==> src/rtl/tpu_pkg.sv <==
// Shared constants for the 2x2 systolic MMU operand path: widths, element
// addresses in the operand buffer, feed schedule length and lane-valid patterns.
package tpu_pkg;

  localparam int unsigned DATA_W    = 8;
  localparam int unsigned SCHED_LEN = 3;
  localparam int unsigned N_ELEM    = 8;
  localparam int unsigned ADDR_W    = 3;

  // Row-major A then B
  localparam logic [ADDR_W-1:0] ADDR_A00 = 3'd0;
  localparam logic [ADDR_W-1:0] ADDR_A01 = 3'd1;
  localparam logic [ADDR_W-1:0] ADDR_A10 = 3'd2;
  localparam logic [ADDR_W-1:0] ADDR_A11 = 3'd3;
  localparam logic [ADDR_W-1:0] ADDR_B00 = 3'd4;
  localparam logic [ADDR_W-1:0] ADDR_B01 = 3'd5;
  localparam logic [ADDR_W-1:0] ADDR_B10 = 3'd6;
  localparam logic [ADDR_W-1:0] ADDR_B11 = 3'd7;

  // Bit order {b_top1, b_top0, a_left1, a_left0}
  localparam logic [3:0] LV_NONE = 4'b0000;
  localparam logic [3:0] LV_C0   = 4'b0101;
  localparam logic [3:0] LV_C1   = 4'b1111;
  localparam logic [3:0] LV_C2   = 4'b1010;

endpackage

==> src/rtl/skew_schedule.sv <==
// Combinational diagonal-skew selector: maps a compute-phase cycle onto the
// four MMU edge lanes, with matching lane-valid and accumulator-clear.
module skew_schedule
  import tpu_pkg::*;
#(
  parameter int unsigned DATA_W = tpu_pkg::DATA_W
) (
  input  logic [ADDR_W-1:0]             feed_cycle,
  input  logic [N_ELEM-1:0][DATA_W-1:0] elem,
  output logic [DATA_W-1:0]             a_left0,
  output logic [DATA_W-1:0]             a_left1,
  output logic [DATA_W-1:0]             b_top0,
  output logic [DATA_W-1:0]             b_top1,
  output logic [3:0]                    lane_valid,
  output logic                          pe_clear
);

  always_comb begin
    a_left0    = '0;
    a_left1    = '0;
    b_top0     = '0;
    b_top1     = '0;
    lane_valid = LV_NONE;
    pe_clear   = 1'b0;
    case (feed_cycle)
      3'd0: begin
        a_left0    = elem[ADDR_A00];
        b_top0     = elem[ADDR_B00];
        lane_valid = LV_C0;
        pe_clear   = 1'b1;
      end
      3'd1: begin
        a_left0    = elem[ADDR_A01];
        a_left1    = elem[ADDR_A10];
        b_top0     = elem[ADDR_B10];
        b_top1     = elem[ADDR_B01];
        lane_valid = LV_C1;
      end
      3'd2: begin
        a_left1    = elem[ADDR_A11];
        b_top1     = elem[ADDR_B11];
        lane_valid = LV_C2;
      end
      default: ;
    endcase
  end

endmodule

==> src/rtl/mmu_operand_feeder.sv <==
// Operand buffer for the 2x2 MMU: captures 8 host bytes from the sequencer and
// replays them skewed onto the array edges while feeding is enabled.
module mmu_operand_feeder
  import tpu_pkg::*;
#(
  parameter int unsigned DATA_W    = tpu_pkg::DATA_W,
  parameter int unsigned SCHED_LEN = tpu_pkg::SCHED_LEN
) (
  input  logic              clk,
  input  logic              rst_n,
  input  logic              load_en,
  input  logic [2:0]        load_addr,
  input  logic [DATA_W-1:0] load_data,
  input  logic              feed_en,
  input  logic [2:0]        feed_cycle,
  output logic [DATA_W-1:0] a_left0,
  output logic [DATA_W-1:0] a_left1,
  output logic [DATA_W-1:0] b_top0,
  output logic [DATA_W-1:0] b_top1,
  output logic [3:0]        lane_valid,
  output logic              pe_clear,
  output logic              buf_full,
  output logic              err_sticky
);

  logic [N_ELEM-1:0][DATA_W-1:0] mem;
  logic [N_ELEM-1:0]             loaded_mask;

  logic [DATA_W-1:0] s_a0, s_a1, s_b0, s_b1;
  logic [3:0]        s_valid;
  logic              s_clear;

  logic do_load, bad_load, bad_start, last_beat;

  assign buf_full  = &loaded_mask;
  assign do_load   = load_en && !feed_en;
  assign bad_load  = load_en && feed_en;
  assign bad_start = feed_en && (feed_cycle == 3'd0) && !buf_full;
  assign last_beat = feed_en && (feed_cycle == 3'(SCHED_LEN - 1));

  skew_schedule #(.DATA_W(DATA_W)) u_sched (
    .feed_cycle (feed_cycle),
    .elem       (mem),
    .a_left0    (s_a0),
    .a_left1    (s_a1),
    .b_top0     (s_b0),
    .b_top1     (s_b1),
    .lane_valid (s_valid),
    .pe_clear   (s_clear)
  );

  always_ff @(posedge clk or negedge rst_n) begin
    if (!rst_n) begin
      mem         <= '0;
      loaded_mask <= '0;
    end else begin
      if (do_load) mem[load_addr] <= load_data;
      // Clear has priority; a load coinciding with feed is dropped anyway
      if (last_beat)    loaded_mask            <= '0;
      else if (do_load) loaded_mask[load_addr] <= 1'b1;
    end
  end

  always_ff @(posedge clk or negedge rst_n) begin
    if (!rst_n) begin
      a_left0    <= '0;
      a_left1    <= '0;
      b_top0     <= '0;
      b_top1     <= '0;
      lane_valid <= '0;
      pe_clear   <= 1'b0;
    end else if (feed_en) begin
      a_left0    <= s_a0;
      a_left1    <= s_a1;
      b_top0     <= s_b0;
      b_top1     <= s_b1;
      lane_valid <= s_valid;
      pe_clear   <= s_clear;
    end else begin
      a_left0    <= '0;
      a_left1    <= '0;
      b_top0     <= '0;
      b_top1     <= '0;
      lane_valid <= '0;
      pe_clear   <= 1'b0;
    end
  end

  always_ff @(posedge clk or negedge rst_n) begin
    if (!rst_n)                       err_sticky <= 1'b0;
    else if (bad_load || bad_start)   err_sticky <= 1'b1;
  end

endmodule

==> config.mk <==
export PLATFORM = sky130hd
export DESIGN_NAME = mmu_operand_feeder
export DESIGN_NICKNAME = d
export VERILOG_FILES = /design/src/rtl/tpu_pkg.sv /design/src/rtl/skew_schedule.sv /design/src/rtl/mmu_operand_feeder.sv
export SDC_FILE = /design/constraint.sdc
export NUM_CORES = 1
export LEC_CHECK = 0
export ABC_CLOCK_PERIOD_IN_PS = 1600
export CAP_MARGIN = 20
export CELL_PAD_IN_SITES_DETAIL_PLACEMENT = 0
export CELL_PAD_IN_SITES_GLOBAL_PLACEMENT = 1
export CORE_ASPECT_RATIO = 0.6
export CORE_MARGIN = 1
export CORE_UTILIZATION = 56
export CTS_CLUSTER_DIAMETER = 200
export CTS_CLUSTER_SIZE = 30
export DETAILED_ROUTE_END_ITERATION = 16
export DONT_BUFFER_PORTS = 1
export GPL_TIMING_DRIVEN = 0
export PLACE_DENSITY_LB_ADDON = 0.1
export SYNTH_ARGS = -nofsm -noshare
export SYNTH_HDL_FRONTEND = slang
export SYNTH_SLANG_ARGS = --single-unit
==> constraint.sdc <==
create_clock -name clk -period 1.6 [get_ports clk]
set_input_delay 0.16 -clock clk [delete_from_list [all_inputs] [get_ports clk]]
set_output_delay 0.16 -clock clk [all_outputs]
set_load 0.02 [all_outputs]
==> metrics.csv, run 1 <==
metric,value,unit
synthesized area,0.00416,mm2
RSZ-0062 raised after global routing,false,
Slew HR,54.1,%
Final Hold Fails,108,
r2r startpoint,loaded_mask[7],
# diodes,0,
period utilization,86.7,%
Max clock buf depth,2,
top layer in use,met4,
"Data required, critical path",1.44,ns
fin crit period,1.39,ns
first-pass GRT wire length,12.5,mm
outcome,"finished, violations left",
critical path buffer and inverter count,0,
ys flop type,dfrtp_1,
Setup crit end kind,primary output,
Inst Count DP,357,
sequential fraction of the synthesis area,65.0,%
Yosys top cell by area,dfrtp_1,
Pwr Density,1340,mW/mm2
I/O pins,57,
failing checks,negative hold slack,
Die Ht,68.7,um
post-synth top area share,65.0,%
FF/Latch Area,0.00270,mm2
RePlAce Congestion,0.732,
area of the multi-input gates,0.00137,mm2
Skew-Pair Late Insertion Delay,0.34,ns
Leakage Power,0.00215,uW
Met3 Wirelength,467,um
DRT Pass-1 Iters,4,
"Slowest-stage cell, CP",nor2_1,
initial antenna violation count,0,
final core occ,67.2,%
Die Area,0.00778,mm2
endpoint of the lowest-slack register-to-register path,err_sticky,
drt total wl,7.72,mm
crit path DAT,1.23,ns
Post CTS Setup Buffer Count,0,
DR vias,2208,
Post-synth ARST share,100,%
std cell rows,23,
max_cap viols,0,
H-tree Lvls,3,
Metal-1 WL,3.75,mm
Syn Nets,288,
grt ovf,0,
endpoints failing setup,0,
antenna-violating nets left,0,
Final HPWL DP,4.74,mm
Fillers,498,
total core area,0.00691,mm2
flop2flop setup slack,0.47,ns
DR vias/cell,5.80,
port bufs,0,
Mapped Cells,270,
number of synthesized flops with an enable pin,0,
CP max FO,2,
Seq cells post-synth,108,
initial cell density of the core,60.2,%
layout cell share with drive strength beyond 1,33.7,%
Inserted Clock Buffers,9,
largest net degree at the start of global routing,109,
Worst-Margin Slew,0.683,ns
vias in the first global route,2244,
"CP delay by family, top",simple AND/OR/NAND/NOR gates,
Critical Path Start Type,flop,
# DRC,0,
Worst Reg-to-Reg Cells,3,
GRT Total Usage,23.1,%
CTS Sinks,108,
Commonest cells post-synth,"dfrtp_1 (108), mux2_2 (64), nor2_1 (20)",
"count leader, synth",dfrtp_1,
Syn Area/Cell,15.4,um2
"Reg clk slew, reported paths",0.07,ns
CTS tree,yes,
VDD IR-drop max,0.767,mV
CTS Hold Bufs,9,
crit path from,loaded_mask[7],
initial drt markers,164,
Post-CTS Resized,0,
f_max,0.721,GHz
Hold Path Class,input pin to asynchronous set/reset pin,
Root Driver,clkbuf_16,
Nets,308,
count of final max-slew check failures,0,
Crit Path Class,flop to primary output,
drt wl/cell,20.3,um
worst hold slack,-0.492,ns
metal2 WL,3.42,mm
yosys warns,0,
worst clock skew,0.00524,ns
Area Overhead vs Synth,11.7,%
Non-Filler Instances,381,
"critical path, cell by cell",nand4_1 > nor2_1,
DIE WIDTH,113,um
post-route setup TNS,0,ns
count of cell types in the netlist,30,
CP max stage delay,0.43,ns
Synth area leaders,"dfrtp_1 (65%), mux2_2 (17%), mux2i_1 (3.9%), a22o_1 (3.4%), nor2_1 (1.8%)",
[cells by family (layout without fill, tap and decap cells)]
kind of cell,Yosys count,after routing,share of synthesized area (%)
compound gates,26,26,5.00
mux,80,80,21.2
flops,108,108,65.0
buf+inv,15,39,2.14
simple gates,41,41,6.65
[cell type report]
type                    instances  share of cell area [%]
plain buffers                  13                    1.75
multi-input cells             147                    29.4
flip-flops and latches        108                    58.2
well taps                      87                    2.34
clock buffers                  14                    6.12
repair buffers                  9                    1.94
inverters                       2                   0.162
clock inverters                 1                   0.108
[sequential cells by signal, summed over array words and instances, names as in the netlist]
register and flops:
b_top0 8, lane_valid 2, err_sticky 1, a_left0 8
pe_clear 1, mem 64, loaded_mask 8, a_left1 8
b_top1 8
[per-stage QoR]
step	setup slack (ns)	total power [uW]	cell area, um2	hold slack, ns
after floorplan	0.285	3970	4160	-0.136
after global placement	0.0242	4060	4270	-0.134
after detailed placement	0.0163	4110	4270	-0.134
after CTS	0.186	6260	4640	-0.502
after global routing	0.126	6490	4640	-0.517
final	0.212	6210	4640	-0.492
[worst register-to-register path: stages (launching register included)]
cell	delay, ns
dfrtp_1	0.35
nand4_1	0.10
nor2_1	0.44
o31ai_1	0.11
[where the power goes]
part           switching (uW)  internal (uW)  total (uW)
Clock                     899           1210        2110
Sequential                277           3190        3460
Combinational             233            402         635
Total                    1410           4800        6210
[cell usage in the layout, fill, tap and decap left out]
cell,instances
nand2_1,3
mux2_2,64
nor3_4,3
a21o_1,1
buf_6,2
o31ai_1,1
nand4_1,2
o21a_1,5
nor4_4,1
nor2_4,1
nand2_2,1
dlygate4sd3_1,9
a22o_1,16
clkbuf_16,9
inv_1,2
a21oi_1,2
buf_4,3
clkbuf_1,4
nand2b_4,1
nor3b_1,1
nand4bb_1,1
nor4bb_1,1
clkinv_2,1
nor2_1,20
nand2b_1,1
clkbuf_8,4
dfrtp_1,108
nand3_2,1
mux2i_1,16
nand3b_1,1
or3b_4,1
o21ai_0,1
nor2_2,2
buf_2,5
[routing by layer]
metal / up-vias / global-route usage, %
li1: 1007 / -
met1: 1140 / 32.0
met2: 52 / 33.4
met3: 9 / 9.27
met4: 0 / 7.57
met5: - / 0
[worst max-delay path by stage]
| stage | end | slack [ns] | cells past startpoint |
|---|---|---|---|
| 2_1_floorplan | mem[32] | 0.28 | 3 |
| 5_1_grt | buf_full | 0.13 | 2 |
| 3_5_place_dp | a_left1[6] | 0.02 | 5 |
| 6_report | buf_full | 0.21 | 2 |
| 3_3_place_gp | b_top1[0] | 0.02 | 5 |
| 4_1_cts | buf_full | 0.19 | 2 |
No activity file was read; power rests on OpenSTA's default activity.
==> run 2, diff against run 1 <==
ABC_CLOCK_PERIOD_IN_PS = 1200   (was 1600)
CORE_UTILIZATION = 47   (was 56)
clock period = 1.2 ns   (was 1.6 ns; I/O delays follow)
==> run 2 against run 1 <==
Compared with the run above: the run still ends with negative hold slack left; final cell count is 7.1% higher; sequential power is 33% higher; critical path depth did not move; sequential share of layout area down 1.3 points; critical endpoint unchanged; largest cell class unchanged; highest routed layer unchanged.
==> metrics.csv, run 2 (synthesis gave the netlist of run 1 again) <==
metric,value,unit
RSZ-0062 raised after global routing,true,
CTS tree,yes,
DRT Pass-1 Iters,4,
drt wl/cell,19.2,um
initial drt markers,88,
Slew HR,55.0,%
"CP delay by family, top",simple AND/OR/NAND/NOR gates,
Fillers,726,
"Slowest-stage cell, CP",dfrtp_1,
std cell rows,26,
f_max,0.835,GHz
critical path buffer and inverter count,0,
Final HPWL DP,4.80,mm
area of the multi-input gates,0.00137,mm2
initial cell density of the core,48.6,%
period utilization,99.9,%
# DRC,0,
DIE WIDTH,123,um
DR vias/cell,5.42,
count of final max-slew check failures,0,
Leakage Power,0.00218,uW
total core area,0.00856,mm2
crit path DAT,1.08,ns
Non-Filler Instances,408,
antenna-violating nets left,0,
fin crit period,1.20,ns
DR vias,2211,
Max clock buf depth,2,
drt total wl,7.84,mm
register bank with the most flops,mem,
Die Area,0.00924,mm2
r2r startpoint,loaded_mask[7],
Critical Path Start Type,flop,
RePlAce Congestion,0.739,
Skew-Pair Late Insertion Delay,0.34,ns
"Reg clk slew, reported paths",0.06,ns
Worst Reg-to-Reg Cells,3,
most frequent cells in the layout,"dfrtp_1 (108), mux2_2 (64), nor2_1 (19)",
GRT Total Usage,19.7,%
H-tree Lvls,3,
"Data required, critical path",1.08,ns
flop2flop setup slack,0.25,ns
endpoint of the lowest-slack register-to-register path,err_sticky,
Post CTS Setup Buffer Count,0,
Crit Path Class,flop to primary output,
Nets,308,
worst hold slack,-0.531,ns
FF/Latch Area,0.00270,mm2
Worst-Margin Slew,0.670,ns
endpoints failing setup,0,
final setup margin,0.00178,ns
CP max stage delay,0.35,ns
worst clock skew,0.00483,ns
"commonest non-fill, non-tap cell in the layout",dfrtp_1,
post-route setup TNS,0,ns
Pwr Density,1860,mW/mm2
I/O pins,57,
Root Driver,clkbuf_16,
Final Hold Fails,108,
CTS Sinks,108,
Inserted Clock Buffers,9,
layout cell share with drive strength beyond 1,34.2,%
CP max FO,2,
CTS Hold Bufs,9,
Die Ht,74.8,um
first-pass GRT wire length,12.8,mm
Inst Count DP,382,
Largest register FFs,64,
vias in the first global route,2320,
port bufs,0,
outcome,"finished, violations left",
largest net degree at the start of global routing,109,
Hold Path Class,input pin to asynchronous set/reset pin,
max_cap viols,0,
grt ovf,0,
total power,8820,uW
"critical path, cell by cell",nand4_1 > nor2_4,
failing checks,negative hold slack,
Area Overhead vs Synth,14.3,%
Place WS,-0.258,ns
Setup crit end kind,primary output,
VDD IR-drop max,1.26,mV
initial antenna violation count,1,
==> run 2: worst max path at each step <==
stage	from	to	cells past startpoint
after detailed placement	feed_en	mem[37]	3
after floorplan	feed_en	mem[40]	4
after global routing	loaded_mask[7]	buf_full	2
final	loaded_mask[7]	buf_full	2
after global placement	feed_en	b_top1[1]	5
after CTS	loaded_mask[4]	buf_full	2
==> run 2: per-stage QoR <==
step | util (%) | hold WS, ns | area, um2
final | 55.5 | -0.531 | 4750
after global routing | 55.5 | -0.548 | 4750
after CTS | 55.5 | -0.544 | 4750
after detailed placement | 50.2 | -0.173 | 4300
after global placement | 50.2 | -0.173 | 4300
after floorplan | - | -0.176 | 4160
==> run 2: final cells by class <==
| class | instances | area share [%] |
|---|---|---|
| clock inverter | 4 | 2.00 |
| inverter | 2 | 0.158 |
| sequential | 108 | 56.9 |
| tap | 112 | 2.95 |
| timing repair buffer | 9 | 1.90 |
| clock buffer | 12 | 5.40 |
| antenna | 1 | 0.0527 |
| multi-input combinational | 147 | 28.9 |
| buffer | 13 | 1.76 |
==> run 2: power by group <==
| group | leakage (uW) | switching [uW] | internal, uW |
|---|---|---|---|
| registers | 0.00138 | 358 | 4250 |
| logic | 0.000630 | 311 | 537 |
| clock network | 0.000173 | 1220 | 2150 |
==> run 2: per-layer routing <==
layer | global-route usage, % | part of all wire (%) | up-vias | routed length (um)
met2 | 29.7 | 45 | 49 | 3500
met5 | 0 | 0 | - | 0
met4 | 6.69 | 1.2 | 0 | 94
met1 | 27.0 | 50 | 1151 | 3890
met3 | 6.44 | 4.6 | 10 | 360
li1 | - | - | 1001 | -
==> run 2: timing repair <==
action                                 CTS  global route
pin swaps                                1             0
endpoints found under the hold margin  173           108
setup endpoints to repair                1             1
resized for setup                        2             0
